## src/rtl/scaler_pkg.sv

```systemverilog
// ============================================================================
// scaler_pkg -- shared types and constants for the horizontal scaler. Rev 1.0
// ============================================================================
`default_nettype none

package scaler_pkg;

  localparam int DEFAULT_PIXEL_STEP = 4096;

  typedef enum logic [1:0] {
    IDLE    = 2'd0,
    DIV     = 2'd1,
    WAIT_VS = 2'd2
  } ctrl_state_t;

  function automatic int frac_bits(input int pixel_step);
    return $clog2(pixel_step);
  endfunction

endpackage

`default_nettype wire

```

## src/rtl/seq_divider_u.sv

```systemverilog
// ============================================================================
// seq_divider_u -- unsigned restoring divider, one quotient bit per cycle. Rev 1.0
// ============================================================================
`default_nettype none

module seq_divider_u #(
  parameter int NUM_WIDTH = 23,
  parameter int DEN_WIDTH = 11
) (
  input  logic                 clk,
  input  logic                 rst_n,
  input  logic                 start,
  input  logic [NUM_WIDTH-1:0] num,
  input  logic [DEN_WIDTH-1:0] den,
  output logic                 busy,
  output logic                 done,
  output logic [NUM_WIDTH-1:0] quot
);

  localparam int CNT_WIDTH = $clog2(NUM_WIDTH + 1);

  logic [DEN_WIDTH-1:0] rem;
  logic [DEN_WIDTH-1:0] den_r;
  logic [CNT_WIDTH-1:0] cnt;
  logic [DEN_WIDTH:0]   trial;
  logic [DEN_WIDTH:0]   diff;
  logic                 fits;

  // quot doubles as the dividend shift register: numerator bits leave at the
  // top while quotient bits enter at the bottom.
  always_comb begin
    trial = {rem, quot[NUM_WIDTH-1]};
    diff  = trial - {1'b0, den_r};
    fits  = (trial >= {1'b0, den_r});
  end

  always_ff @(posedge clk or negedge rst_n) begin
    if (!rst_n) begin
      rem   <= '0;
      den_r <= '0;
      cnt   <= '0;
      quot  <= '0;
      done  <= 1'b0;
    end else begin
      done <= 1'b0;
      if (start) begin
        quot  <= num;
        rem   <= '0;
        den_r <= den;
        cnt   <= CNT_WIDTH'(NUM_WIDTH);
      end else if (cnt != '0) begin
        rem  <= fits ? diff[DEN_WIDTH-1:0] : trial[DEN_WIDTH-1:0];
        quot <= {quot[NUM_WIDTH-2:0], fits};
        cnt  <= cnt - 1'b1;
        done <= (cnt == CNT_WIDTH'(1));
      end
    end
  end

  assign busy = (cnt != '0);

endmodule

`default_nettype wire

```

## src/rtl/scaler_h_ctrl.sv

```systemverilog
// ============================================================================
// scaler_h_ctrl -- measures input line width, applies scale step at frame start. Rev 1.0
// ============================================================================
`default_nettype none

module scaler_h_ctrl
  import scaler_pkg::*;
#(
  parameter int PIXEL_STEP = DEFAULT_PIXEL_STEP,
  parameter int LINE_WIDTH = 11,
  parameter int STEP_WIDTH = 16
) (
  input  logic                  clk,
  input  logic                  rst_n,
  input  logic                  de_i,
  input  logic                  hs_i,
  input  logic                  vs_i,
  input  logic [LINE_WIDTH-1:0] cfg_w_out_i,
  input  logic                  cfg_update_i,
  output logic [STEP_WIDTH-1:0] scale_step_h_o,
  output logic [LINE_WIDTH-1:0] w_in_o,
  output logic                  busy_o,
  output logic                  err_o
);

  localparam int FRAC_BITS = frac_bits(PIXEL_STEP);
  localparam int NUM_WIDTH = LINE_WIDTH + FRAC_BITS;

  localparam logic [1:0] ST_IDLE    = IDLE;
  localparam logic [1:0] ST_DIV     = DIV;
  localparam logic [1:0] ST_WAIT_VS = WAIT_VS;

  localparam logic [STEP_WIDTH-1:0] STEP_UNITY = STEP_WIDTH'(PIXEL_STEP);

  logic [LINE_WIDTH-1:0] pix_cnt;
  logic [LINE_WIDTH-1:0] cand;
  logic                  line_start;
  logic                  frame_start;
  logic                  new_width;
  logic                  w_trig;
  logic                  trigger;

  logic [1:0]            state;
  logic                  div_first;
  logic                  pending;
  logic [LINE_WIDTH-1:0] w_out;
  logic [STEP_WIDTH-1:0] step_shadow;
  logic                  shadow_ovf;
  logic                  bad_operand;

  logic                  div_start;
  logic                  div_busy;
  logic                  div_done;
  logic [NUM_WIDTH-1:0]  div_num;
  logic [NUM_WIDTH-1:0]  div_quot;
  logic                  quot_ovf;

  assign line_start  = de_i && hs_i;
  assign frame_start = line_start && vs_i;
  // A width is accepted only when two consecutive line captures agree.
  assign new_width   = line_start && (pix_cnt != '0) && (pix_cnt == cand)
                       && (pix_cnt != w_in_o);
  assign trigger     = cfg_update_i || w_trig;

  always_ff @(posedge clk or negedge rst_n) begin
    if (!rst_n) begin
      pix_cnt <= '0;
      cand    <= '0;
      w_in_o  <= '0;
      w_trig  <= 1'b0;
    end else begin
      w_trig <= new_width;
      if (new_width) w_in_o <= pix_cnt;
      if (line_start) begin
        if (pix_cnt != '0) cand <= pix_cnt;
        pix_cnt <= LINE_WIDTH'(1);
      end else if (de_i && (pix_cnt != '1)) begin
        pix_cnt <= pix_cnt + 1'b1;
      end
    end
  end

  assign bad_operand = (w_out == '0) || (w_in_o == '0);
  assign div_start   = (state == ST_DIV) && div_first && !bad_operand;
  assign div_num     = {w_in_o, {FRAC_BITS{1'b0}}};
  assign quot_ovf    = ((div_quot >> STEP_WIDTH) != '0);

  seq_divider_u #(
    .NUM_WIDTH (NUM_WIDTH),
    .DEN_WIDTH (LINE_WIDTH)
  ) u_div (
    .clk   (clk),
    .rst_n (rst_n),
    .start (div_start),
    .num   (div_num),
    .den   (w_out),
    .busy  (div_busy),
    .done  (div_done),
    .quot  (div_quot)
  );

  always_ff @(posedge clk or negedge rst_n) begin
    if (!rst_n) begin
      state          <= ST_IDLE;
      div_first      <= 1'b0;
      pending        <= 1'b0;
      w_out          <= '0;
      step_shadow    <= STEP_UNITY;
      shadow_ovf     <= 1'b0;
      scale_step_h_o <= STEP_UNITY;
      err_o          <= 1'b0;
    end else begin
      case (state)
        ST_IDLE: begin
          if (trigger || pending) begin
            state     <= ST_DIV;
            div_first <= 1'b1;
            w_out     <= cfg_w_out_i;
            pending   <= 1'b0;
          end
        end
        ST_DIV: begin
          div_first <= 1'b0;
          if (trigger) pending <= 1'b1;
          if (div_first && bad_operand) begin
            err_o <= 1'b1;
            state <= ST_IDLE;
          end else if (div_done) begin
            step_shadow <= quot_ovf ? '1 : STEP_WIDTH'(div_quot);
            shadow_ovf  <= quot_ovf;
            state       <= ST_WAIT_VS;
          end
        end
        ST_WAIT_VS: begin
          if (trigger) pending <= 1'b1;
          if (frame_start) begin
            scale_step_h_o <= step_shadow;
            err_o          <= shadow_ovf;
            state          <= ST_IDLE;
          end
        end
        default: state <= ST_IDLE;
      endcase
    end
  end

  assign busy_o = (state != ST_IDLE) || pending || div_busy;

endmodule

`default_nettype wire

```

## config.mk

```make
export PLATFORM = sky130hd
export DESIGN_NAME = scaler_h_ctrl
export DESIGN_NICKNAME = d
export VERILOG_FILES = /design/src/rtl/scaler_pkg.sv /design/src/rtl/seq_divider_u.sv /design/src/rtl/scaler_h_ctrl.sv
export SDC_FILE = /design/constraint.sdc
export NUM_CORES = 1
export LEC_CHECK = 0
export BUFFER_PORTS_ARGS = -buffer_cell sky130_fd_sc_hd__buf_2
export CAP_MARGIN = 20
export CORE_MARGIN = 2
export CORE_UTILIZATION = 45
export CTS_CLUSTER_DIAMETER = 100
export DETAILED_ROUTE_END_ITERATION = 8
export SLEW_MARGIN = 20
export SYNTH_ARGS = -nofsm -noshare
export SYNTH_HDL_FRONTEND = slang
export SYNTH_SLANG_ARGS = --single-unit
export TNS_END_PERCENT = 20
```

## constraint.sdc

```tcl
create_clock -name clk -period 4.2 [get_ports clk]
set_input_delay 0.42 -clock clk [delete_from_list [all_inputs] [get_ports clk]]
set_output_delay 0.42 -clock clk [all_outputs]
set_load 0.02 [all_outputs]
```

After elaboration in Yosys (flattened, before gate mapping)
Cells that the tools add are included.
{"block": "totals", "elab_cells": 94, "input_bits": 17, "reg_bits": 134, "out_inout_bits": 29}
{"block": "op_classes", "addsub": 3, "n_lt_le_gt_ge": 1, "n_reduce_logical": 36, "n_eq_ne": 11, "n_bitwise": 1, "mux": 25}
{"op": "$mux W11", "n": 5}
{"op": "$mux W23", "n": 2}
{"op": "$reduce_bool A23 Y1", "n": 1}
{"op": "$logic_not A11 Y1", "n": 2}
{"op": "$mux W16", "n": 1}
{"op": "$ge A12 B11 Y1", "n": 1}
{"op": "$reduce_and A3 Y1", "n": 4}
{"op": "$reduce_bool A2 Y1", "n": 6}
{"op": "$add A11 B1 Y11 const B", "n": 1}
{"op": "$eq A11 B11 Y1", "n": 1}
{"op": "$ne A11 B11 Y1", "n": 1}
{"op": "$ne A11 B11 Y1 const B", "n": 1}
{"op": "$reduce_bool A11 Y1", "n": 1}
{"op": "$sub A11 B11 Y11", "n": 1}
{"op": "$mux W5", "n": 2}
{"op": "$logic_and A1 B1 Y1", "n": 9}
{"op": "$mux W2", "n": 4}
{"op": "$reduce_and A2 Y1", "n": 4}
{"op": "$mux W1", "n": 7}
{"op": "$pmux W1 S2", "n": 3}
{"op": "$pmux W2 S3", "n": 1}
{"op": "$eq A5 B1 Y1 const B", "n": 1}
{"op": "$logic_or A1 B1 Y1", "n": 5}
{"op": "$reduce_bool A5 Y1", "n": 1}
{"op": "other kinds (10)", "n": 12}

Logic depth before layout (Yosys ltp)
Gate-level depths: netlist (run 1).
{"block": "logic_depth", "depth_word": 5, "mapped_depth": 11, "ltp_nobuf": 10}

Hierarchy
Synthesis (run 1) repeated with hierarchy kept, for this count alone.
{"block": "hier_totals", "cells_unflattened": 593, "area_unflattened_um2": 6636.4}
{"module": "scaler_h_ctrl", "cells_each": 294, "instances": 1, "seq_area_each_um2": 2079.5, "area_each_um2": 3773.6}
{"module": "seq_divider_u", "cells_each": 299, "instances": 1, "seq_area_each_um2": 1276.2, "area_each_um2": 2862.7}

Least setup slack after synthesis (run 1)
Ideal clock, no wire load.
{"block": "synth_path", "path_type": "register to register", "startpoint": "reg u_div.quot[22]", "endpoint": "reg u_div.rem[0]", "setup_time_ns": 0.087, "path_buffers": 1, "setup_slack_ns": 1.697, "path_stages_with_launch": 12, "required_time_ns": 4.113, "arrival_ns": 2.417, "synth_period_minus_slack_ns": 2.503, "cell_sequence": "dfrtp_1 inv_1 ha_1 inv_1 fa_1 a211oi_2 o211ai_2 a41oi_1 o21a_1 buf_6 mux2_4 a211oi_2"}
{"block": "synth_between", "elab_chain_len": 4, "elab_cells_between_ends": 5, "classes_between": "add/sub: 1; order compare: 1; mux: 3"}
{"element": "start: declaration", "line": "seq_divider_u.sv:17", "source": "output logic [NUM_WIDTH-1:0] quot"}
{"element": "start signal: assignment", "line": "seq_divider_u.sv:47", "source": "quot <= num;"}
{"element": "start signal: assignment", "line": "seq_divider_u.sv:53", "source": "quot <= {quot[NUM_WIDTH-2:0], fits};"}
{"element": "$sub A11 B11 Y11 or $ge A12 B11 Y1 (tied branches)", "line": "seq_divider_u.sv:33, seq_divider_u.sv:34"}
{"element": "$mux W11 *", "line": "seq_divider_u.sv:52", "source": "rem <= fits ? diff[DEN_WIDTH-1:0] : trial[DEN_WIDTH-1:0];"}
{"element": "$mux W11 *", "line": "seq_divider_u.sv:51", "source": "end else if (cnt != '0) begin"}
{"element": "$mux W11 *", "line": "seq_divider_u.sv:46", "source": "if (start) begin"}
{"element": "end signal: assignment", "line": "seq_divider_u.sv:52"}
{"element": "end: declaration", "line": "seq_divider_u.sv:22", "source": "logic [DEN_WIDTH-1:0] rem;"}
Every way passes the cells marked *; elsewhere a longest branch is shown, timed or not. The select of a mux whose other input is x is not followed.
A chain may end at the register's enable or synchronous reset.

Final worst setup path (run 1)
Same ends and word-level chain as after synthesis.

==> flow_summary_export.csv, run 1 <==
group,metric,value,unit
global_routing,grt_max_degree,74,
global_routing,grt_use_total,18.3,%
worst_setup_path,max_stage_delay,420,ps
worst_setup_path,regToRegSetupSlack,1390,ps
logic_synthesis,synthArstFlopShare,100,%
drt,firstDrtPassIters,4,
clock_network,cts-resized-gates,0,
worst_setup_path,cp.arrival,3140,ps
timing,max_freq,356,MHz
worst_setup_path,crit_path_top_delay_cell,"fa_1",
timing,setup_viol,0,
placement,io_buffers,45,
clock_network,holdBufCountCts,0,
clock_network,cts_setup_buffers,0,
clock_network,cts-htree-levels,4,
drt,final_antenna_net_count,0,
global_routing,first_global_vias,4681,
timing,finalCriticalPeriod,2810,ps
clock_network,cts_root_buffer,"clkbuf_16",
global_routing,grt_overflow,0,
cells_and_area,layout-drive-gt1-share,20.6,%
logic_synthesis,synth.distinct_cells,51,
worst_setup_path,timing.rr.end,"u_div.rem[0]$_DFFE_PN0P_",
logic_synthesis,synthCells,654,
worst_setup_path,path_cells,"inv_1, ha_1, inv_1, fa_1, a211oi_2, o211ai_2, a41oi_1, o21a_1, mux2_4, a211oi_2",
placement,dp_hpwl,9.12,mm
run,drv_cap,0,
worst_setup_path,worstSetupPathType,"reg -> reg",
drt,vias,4691,
worst_setup_path,reg2reg_from,"u_div.quot[22]$_DFFE_PN0P_",
logic_synthesis,ys_ff_latch,134,
timing,drv_slew,0,
drt,initialDrtViolationCount,273,
logic_synthesis,syn_area_per_cell,10.0,um2
timing,hold_slack,126,ps
cells_and_area,n_antenna_cell,0,
logic_synthesis,syn-cell-area,0.00654,mm2
floorplan,rows,44,
cells_and_area,layout_commonest_cell,"dfrtp_1",
logic_synthesis,syn_nets,691,
timing,hold_viol,0,
timing,fin_crit_sh,67.0,%
global_routing,grt_pass1_wl,23.2,mm
logic_synthesis,synth_ff_type,"dfrtp_1",
cells_and_area,area_growth,13.8,%
drt,post-route-drc-count,0,
worst_setup_path,start_kind,"flop",
drt,vias_per_cell,5.31,
worst_setup_path,endpoint_kind,"flop",
logic_synthesis,yosys_warnings,0,
placement,place_ws,1390,ps
pwr,ir_drop,0.000329,V
floorplan,core_area,0.0144,mm2
min_path,hold_path_class,"in -> async",
clock_network,clkLatencyLatePin,420,ps
clock_network,clock_sinks,134,
global_routing,antenna_found_initial,0,
timing,finalClockSkew,12.2,ps
worst_setup_path,crit_required,4530,ps
timing,relSlewSlack,39.0,%
floorplan,die_h,125,um
cells_and_area,final_cell_mix,"132 x dfrtp_1, 84 x nand2_1, 80 x nor2_1, 49 x mux2_2, 44 x buf_2",
timing,setup_tns,0,ps
floorplan,design.die.area,0.0155,mm2
drt,wl_per_cell,15.0,um
drt,wl,13.3,mm
cells_and_area,nNetsFinal,723,
clock_network,numCtsBuffers,17,
clock_network,cts_tree,"yes",
floorplan,ios,46,
timing,worst_pin_slew,912,ps
clock_network,clock_path_buffers,2,
logic_synthesis,synth_edf_count,0,
timing,setup_slack,1390,ps
floorplan,initial_core_util,45.5,%
timing,rsz0062_at_grt,"false",
logic_synthesis,seq_area_frac_synth,51.3,%
run_status,status,"complete, no violations",
worst_setup_path,r2r_cells,10,
placement,gp_congestion,0.812,
clock_network,clkSlewWorstSetupHoldPaths,60,ps
pwr,power_density,792,mW/mm2
floorplan,die_x,125,um
pwr,p_leak,3.53,nW
worst_setup_path,crit_fanout,9,
-- synthesized netlist by cell type (15+ instances only) --
master    number  area (um2)
o21ai_0       23         115
nand3_1       17        85.1
xnor2_1       21         184
a31oi_1       15        93.8
inv_1         23        86.3
ha_1          19         238
dfrtp_1      132        3300
a21oi_1       43         215
nor2_1        80         300
clkbuf_1      23        86.3
nand2_1       84         315
xor2_1        17         149
mux2_2        49         552
-- how the worst max path moves through the flow --
| stage | from | endpoint | slack, ps | cells after the start |
|---|---|---|---|---|
| 3_5_place_dp | u_div.quot[22]$_DFFE_PN0P_ | u_div.rem[0]$_DFFE_PN0P_ | 1390 | 10 |
| 3_3_place_gp | u_div.quot[22]$_DFFE_PN0P_ | u_div.rem[0]$_DFFE_PN0P_ | 1460 | 10 |
| 4_1_cts | u_div.quot[22]$_DFFE_PN0P_ | u_div.rem[0]$_DFFE_PN0P_ | 1380 | 10 |
| 6_report | u_div.quot[22]$_DFFE_PN0P_ | u_div.rem[0]$_DFFE_PN0P_ | 1390 | 10 |
| 2_1_floorplan | u_div.quot[22]$_DFFE_PN0P_ | u_div.rem[0]$_DFFE_PN0P_ | 1700 | 11 |
| 5_1_grt | u_div.quot[22]$_DFFE_PN0P_ | u_div.rem[0]$_DFFE_PN0P_ | 1240 | 10 |
-- power by group --
part	total, mW	internal, mW	leakage (nW)	switching (mW)
Clock	1.39	0.842	0.272	0.547
Sequential	2.16	1.79	1.70	0.371
Combinational	2.35	1.06	1.56	1.29
Total	5.90	3.69	3.53	2.21
-- area by class of cell --
type / instances / area, um2
clock buffer: 20 / 457
clock inverter: 12 / 104
fill: 1336 / 6920
inverter: 23 / 86.3
multi-input combinational: 459 / 2940
sequential: 134 / 3360
tap: 184 / 230
timing repair buffer: 51 / 273
-- sequential cells by signal (all words and copies together) (netlist names) --
name and cells:
w_out 11, cand 11, u_div.done 1, u_div.den_r 11
pending 1, div_first 1, u_div.quot 23, state 2
u_div.cnt 5, shadow_ovf 1, w_trig 1, scale_step_h_o 16
w_in_o 11, step_shadow 16, pix_cnt 11, u_div.rem 11
err_o 1
-- through the flow --
stage	utilization (%)	instances	total power [mW]	instance area (um2)
5_1_grt	51.8	883	6.40	7450
6_report	51.8	883	5.90	7450
3_3_place_gp	47.9	851	4.43	6880
2_1_floorplan	-	654	4.00	6540
3_5_place_dp	47.9	851	4.55	6880
4_1_cts	51.8	883	5.96	7440
-- kinds of logic after synthesis --
kind of cell / share of synthesized area (%)
AO/OA/AOI/OAI: 10.6
XOR/XNOR: 5.09
adder cells (fa/ha/maj): 3.94
buffers and inverters: 3.90
flip-flops: 51.3
multiplexers: 9.12
AND/OR/NAND/NOR: 16.0
-- metal layers --
layer | GRT usage (%) | vias to the layer above | wire, um
li1 | - | 2312 | -
met1 | 25.7 | 2292 | 6540
met2 | 27.9 | 74 | 6100
met3 | 4.21 | 13 | 479
met4 | 6.81 | 0 | 152
met5 | 0 | - | 0
-- critical path, delay by kind of cell (launching register included) --
kind / cells / cell delay [ps]
AOI/OAI and AO/OA: 5 / 1260
adders and majority gates: 2 / 580
buffers and inverters: 2 / 130
muxes: 1 / 350
DFF: 1 / 400
No activity file was read; power rests on OpenSTA's default activity.
==> inputs of run 2 (changes only) <==
==> constraint.sdc (replaced) <==
create_clock -name clk -period 2.7 [get_ports clk]
set_input_delay 0.27 -clock clk [delete_from_list [all_inputs] [get_ports clk]]
set_output_delay 0.27 -clock clk [all_outputs]
set_load 0.02 [all_outputs]
==> flow_summary_export.csv, run 2 (same netlist as run 1, synthesis figures left out) <==
group,metric,value,unit
pwr,ir_drop,0.000489,V
floorplan,core_area,0.0144,mm2
drt,wl_per_cell,15.2,um
drt,wl,13.6,mm
cells_and_area,final_cell_mix,"132 x dfrtp_1, 84 x nand2_1, 80 x nor2_1, 49 x mux2_2, 44 x buf_2",
floorplan,initial_core_util,45.5,%
cells_and_area,layout-drive-gt1-share,22.3,%
cells_and_area,fillers,1246,
timing,fin_crit_sh,95.1,%
cells_and_area,area_growth,16.9,%
worst_setup_path,max_stage_delay,400,ps
cells_and_area,largest_reg_flops,23,
cells_and_area,layout_commonest_cell,"dfrtp_1",
worst_setup_path,worstSetupPathType,"reg -> reg",
timing,hold_slack,84.4,ps
drt,initialDrtViolationCount,313,
timing,relSlewSlack,34.6,%
cells_and_area,n_antenna_cell,0,
clock_network,clock_path_buffers,2,
cells_and_area,top_register,"u_div.quot",
drt,post-route-drc-count,0,
drt,vias_per_cell,5.34,
floorplan,design.die.area,0.0155,mm2
placement,gp_congestion,0.795,
floorplan,rows,44,
cells_and_area,fin_util,53.2,%
pwr,switchingPower,3.51,mW
run,drv_cap,0,
worst_setup_path,start_kind,"flop",
global_routing,grt_max_degree,51,
worst_setup_path,cp.arrival,2860,ps
clock_network,clock_sinks,134,
global_routing,grt_pass1_wl,23.3,mm
global_routing,grt_overflow,0,
cells_and_area,reg_top3,"u_div.quot (23), scale_step_h_o (16), step_shadow (16)",
timing,worst_pin_slew,981,ps
timing,rsz0062_at_grt,"false",
clock_network,numCtsBuffers,17,
pwr,power_density,1250,mW/mm2
floorplan,ios,46,
worst_setup_path,endpoint_kind,"flop",
worst_setup_path,crit_fanout,7,
pwr,netSwitchingFraction,36.6,%
clock_network,cts_tree,"yes",
floorplan,die_h,125,um
worst_setup_path,crit_path_top_delay_cell,"dfrtp_1",
floorplan,die_x,125,um
pwr,internal_power,6.08,mW
cells_and_area,nNetsFinal,736,
timing,finalClockSkew,8.47,ps
run_status,status,"complete, no violations",
pwr,combPwrFrac,40.5,%
clock_network,clkLatencyLatePin,420,ps
timing,drv_slew,0,
worst_setup_path,path_delay_family,"compound AO/OA/AOI/OAI gates",
worst_setup_path,path_cells,"inv_2, ha_4, inv_1, fa_2, a211oi_2, o211ai_2, a41oi_2, o21a_1, buf_6, nor3_1, nor4_1",
global_routing,grt_use_total,18.5,%
worst_setup_path,crit_buf_inv,3,
pwr,p_leak,3.62,nW
pwr,seq_power_share,34.9,%
pwr,p_clk_share,24.7,%
placement,dp_hpwl,9.43,mm
drt,final_antenna_net_count,0,
placement,io_buffers,45,
drt,vias,4781,
worst_setup_path,crit_required,2990,ps
min_path,hold_path_class,"in -> reg",
timing,hold_viol,0,
clock_network,clkSlewWorstSetupHoldPaths,60,ps
timing,finalCriticalPeriod,2570,ps
timing,setup_viol,0,
clock_network,cts_root_buffer,"clkbuf_16",
clock_network,cts-htree-levels,4,
global_routing,first_global_vias,4735,
timing,max_freq,390,MHz
global_routing,antenna_found_initial,0,
drt,firstDrtPassIters,4,
## run 2: cell count changes in the layout (fill, tap and decap cells not counted), moves of 2 or more
cell,change
bufinv_16,+2
clkinv_2,-3
buf_12,+2
buf_4,+9
## run 2: power groups by stage
stage | clock network [mW] | logic, mW | registers (mW)
after floorplan | 0 | 2.93 | 3.30
after global placement | 0 | 3.61 | 3.35
after detailed placement | 0 | 3.76 | 3.36
after CTS | 2.42 | 3.76 | 3.34
after global routing | 2.51 | 4.38 | 3.46
final | 2.36 | 3.88 | 3.34
## run 2: cell type report
class / count / area, um2 / share of cell area (%)
clock inverters: 11 / 149 / 1.95
multi-input cells: 459 / 2970 / 38.8
clock buffers: 21 / 460 / 6.02
repair buffers: 64 / 402 / 5.25
flip-flops and latches: 134 / 3360 / 43.9
well taps: 184 / 230 / 3.01
inverters: 23 / 86.3 / 1.13
## run 2: final timing paths
path | start | end | slack (ps) | cells past startpoint
worst max-delay path | u_div.quot[22]$_DFFE_PN0P_ | u_div.rem[6]$_DFFE_PN0P_ | 130 | 11
worst min-delay path | cfg_w_out_i[5] | w_out[5]$_DFFE_PN0P_ | 80 | 2
worst max register to register | u_div.quot[22]$_DFFE_PN0P_ | u_div.rem[6]$_DFFE_PN0P_ | 130 | 11
worst min register to register | scale_step_h_o[6]$_DFFE_PN0P_ | scale_step_h_o[6]$_DFFE_PN0P_ | 500 | 1
max in group asynchronous | rst_n | w_in_o[8]$_DFFE_PN0P_ | 1630 | 3
min in group asynchronous | rst_n | scale_step_h_o[7]$_DFFE_PN0P_ | 340 | 2
## run 2: repair_timing
action	in CTS	in global routing
buffers inserted	0	3
endpoints found under the hold margin	28	0
hold buffers	1	0
endpoints found under the setup margin	1	11
pin swaps	1	6
resized for setup	0	8
## run 2: metal layers
layer / up-vias / part of all wire (%) / GRT usage (%)
li1: 2348 / - / -
met1: 2340 / 48 / 25.2
met2: 85 / 47 / 29.0
met3: 8 / 3.5 / 4.30
met4: 0 / 1.0 / 7.14
met5: - / 0 / 0
## run 2: stage by stage
stage | total power, mW | setup WS [ps] | setup TNS [ps] | instance area, um2 | cells
3_5_place_dp | 7.13 | -41.1 | -41.1 | 6970 | 860
6_report | 9.59 | 133 | 0 | 7650 | 896
4_1_cts | 9.53 | 6.72 | 0 | 7590 | 893
5_1_grt | 10.3 | 21.3 | 0 | 7650 | 896
2_1_floorplan | 6.22 | 197 | 0 | 6540 | 654
3_3_place_gp | 6.97 | 133 | 0 | 6970 | 860
==> inputs of run 3 (changes only) <==
==> constraint.sdc (replaced) <==
create_clock -name clk -period 3.25 [get_ports clk]
set_input_delay 0.325 -clock clk [delete_from_list [all_inputs] [get_ports clk]]
set_output_delay 0.325 -clock clk [all_outputs]
set_load 0.02 [all_outputs]
==> flow_summary_export.csv, run 3 (same netlist as run 1, synthesis figures left out) <==
group,metric,value,unit
global_routing,grt_max_degree,75,
clock_network,cts-htree-levels,4,
floorplan,core_area,0.0144,mm2
timing,hold_viol,0,
placement,dp_hpwl,9.47,mm
pwr,combPwrFrac,40.0,%
drt,wl_per_cell,15.4,um
cells_and_area,top_register,"u_div.quot",
cells_and_area,largest_reg_flops,23,
clock_network,clkLatencyLatePin,420,ps
clock_network,cts_setup_buffers,0,
cells_and_area,final_cells,888,
pwr,internal_power,4.90,mW
run_status,status,"complete, no violations",
placement,io_buffers,45,
global_routing,grt_use_total,18.8,%
drt,vias,4833,
min_path,hold_path_class,"in -> async",
drt,final_antenna_net_count,0,
clock_network,numCtsBuffers,17,
pwr,power_density,1030,mW/mm2
cells_and_area,reg_top3,"u_div.quot (23), scale_step_h_o (16), step_shadow (16)",
worst_setup_path,crit_required,3500,ps
worst_setup_path,r2r_cells,11,
floorplan,design.die.area,0.0155,mm2
timing,max_freq,364,MHz
floorplan,initial_core_util,45.5,%
timing,finalClockSkew,6.13,ps
clock_network,cts-resized-gates,0,
clock_network,cts_root_buffer,"clkbuf_16",
worst_setup_path,crit_fanout,6,
drt,vias_per_cell,5.44,
clock_network,clock_path_buffers,2,
cells_and_area,fin_util,52.3,%
cells_and_area,nNetsFinal,728,
timing,worst_pin_slew,933,ps
worst_setup_path,cp.arrival,3000,ps
cells_and_area,layout-drive-gt1-share,20.5,%
placement,dp_cells,856,
cells_and_area,fillers,1288,
run,drv_cap,0,
placement,gp_congestion,0.838,
pwr,p_clk_share,24.0,%
clock_network,holdBufCountCts,0,
pwr,p_leak,3.56,nW
placement,place_ws,520,ps
cells_and_area,n_antenna_cell,0,
drt,wl,13.7,mm
timing,rsz0062_at_grt,"false",
cells_and_area,multi_input_area,0.00293,mm2
global_routing,antenna_found_initial,0,
timing,setup_viol,0,
pwr,switchingPower,2.87,mW
cells_and_area,register_area,0.00336,mm2
cells_and_area,final_cell_mix,"132 x dfrtp_1, 84 x nand2_1, 80 x nor2_1, 49 x mux2_2, 44 x buf_2",
clock_network,clkSlewWorstSetupHoldPaths,60,ps
floorplan,die_h,125,um
global_routing,grt_overflow,0,
cells_and_area,layout_commonest_cell,"dfrtp_1",
cells_and_area,design_area,0.00751,mm2
placement,dpl_cell_area,0.00693,mm2
pwr,netSwitchingFraction,37.0,%
timing,fin_crit_sh,84.6,%
drt,post-route-drc-count,0,
pwr,ir_drop,0.000458,V
worst_setup_path,start_kind,"flop",
floorplan,rows,44,
clock_network,clock_sinks,134,
clock_network,cts_tree,"yes",
worst_setup_path,endpoint_kind,"flop",
global_routing,grt_pass1_wl,23.7,mm
cells_and_area,area_growth,14.8,%
global_routing,first_global_vias,4867,
timing,drv_slew,0,
timing,setup_slack,500,ps
worst_setup_path,worstSetupPathType,"reg -> reg",
pwr,seq_power_share,36.0,%
floorplan,ios,46,
timing,finalCriticalPeriod,2750,ps
drt,firstDrtPassIters,5,
drt,initialDrtViolationCount,257,
timing,relSlewSlack,37.8,%
floorplan,die_x,125,um
timing,setup_tns,0,ps
## run 3: cell count changes in the layout (fill, tap and decap cells not counted), sizes merged
cell / change
buf: -7
clkbuf: +3
bufinv: -1
clkinvlp: -1
dlygate4sd3: -1
inv: -1
## run 3: routing by layer
| layer | up-vias | wire (um) | GRT usage [%] | share of wire [%] |
|---|---|---|---|---|
| li1 | 2344 | - | - | - |
| met1 | 2354 | 6430 | 24.6 | 47 |
| met2 | 101 | 6310 | 29.6 | 46 |
| met3 | 34 | 585 | 4.51 | 4.3 |
| met4 | 0 | 393 | 8.66 | 2.9 |
| met5 | - | 0 | 0 | 0 |
## run 3: metrics by stage
step                      hold slack (ps)  total power [mW]
after global routing                  135              8.39
after global placement                473              5.76
final                                58.9              7.77
after CTS                            85.4              7.82
after floorplan                      29.4              5.17
after detailed placement              484              5.92
## run 3: power groups by stage
stage	registers, mW	clock network (mW)	logic [mW]
2_1_floorplan	2.74	0	2.43
3_3_place_gp	2.78	0	2.98
3_5_place_dp	2.82	0	3.11
4_1_cts	2.79	1.91	3.12
5_1_grt	2.89	1.99	3.51
6_report	2.79	1.87	3.11
## run 3: final timing paths
path | slack (ps) | from | endpoint
max | 500 | u_div.quot[22]$_DFFE_PN0P_ | u_div.rem[1]$_DFFE_PN0P_
min | 60 | rst_n | scale_step_h_o[7]$_DFFE_PN0P_
max reg2reg | 500 | u_div.quot[22]$_DFFE_PN0P_ | u_div.rem[1]$_DFFE_PN0P_
min reg2reg | 500 | scale_step_h_o[6]$_DFFE_PN0P_ | scale_step_h_o[6]$_DFFE_PN0P_
max in group asynchronous | 2370 | rst_n | u_div.den_r[0]$_DFFE_PN0P_
min in group clk | 140 | cfg_w_out_i[0] | w_out[0]$_DFFE_PN0P_
## run 3: layout make-up
cell class,count,area share (%)
Tap cell,184,3.07
Clock inverter,8,1.32
Inverter,23,1.15
Timing Repair Buffer,56,4.30
Clock buffer,24,6.41
Multi-Input combinational cell,459,39.1
Sequential cell,134,44.7
## run 3: worst max-delay path: stages (launching register included)
cell      delay, ps
dfrtp_1         400
inv_1            90
ha_1            170
inv_1            60
fa_1            430
a211oi_2        300
o211ai_2        110
a41oi_1         260
o21a_1          310
buf_4           190
mux2i_1         180
a211oi_1         90
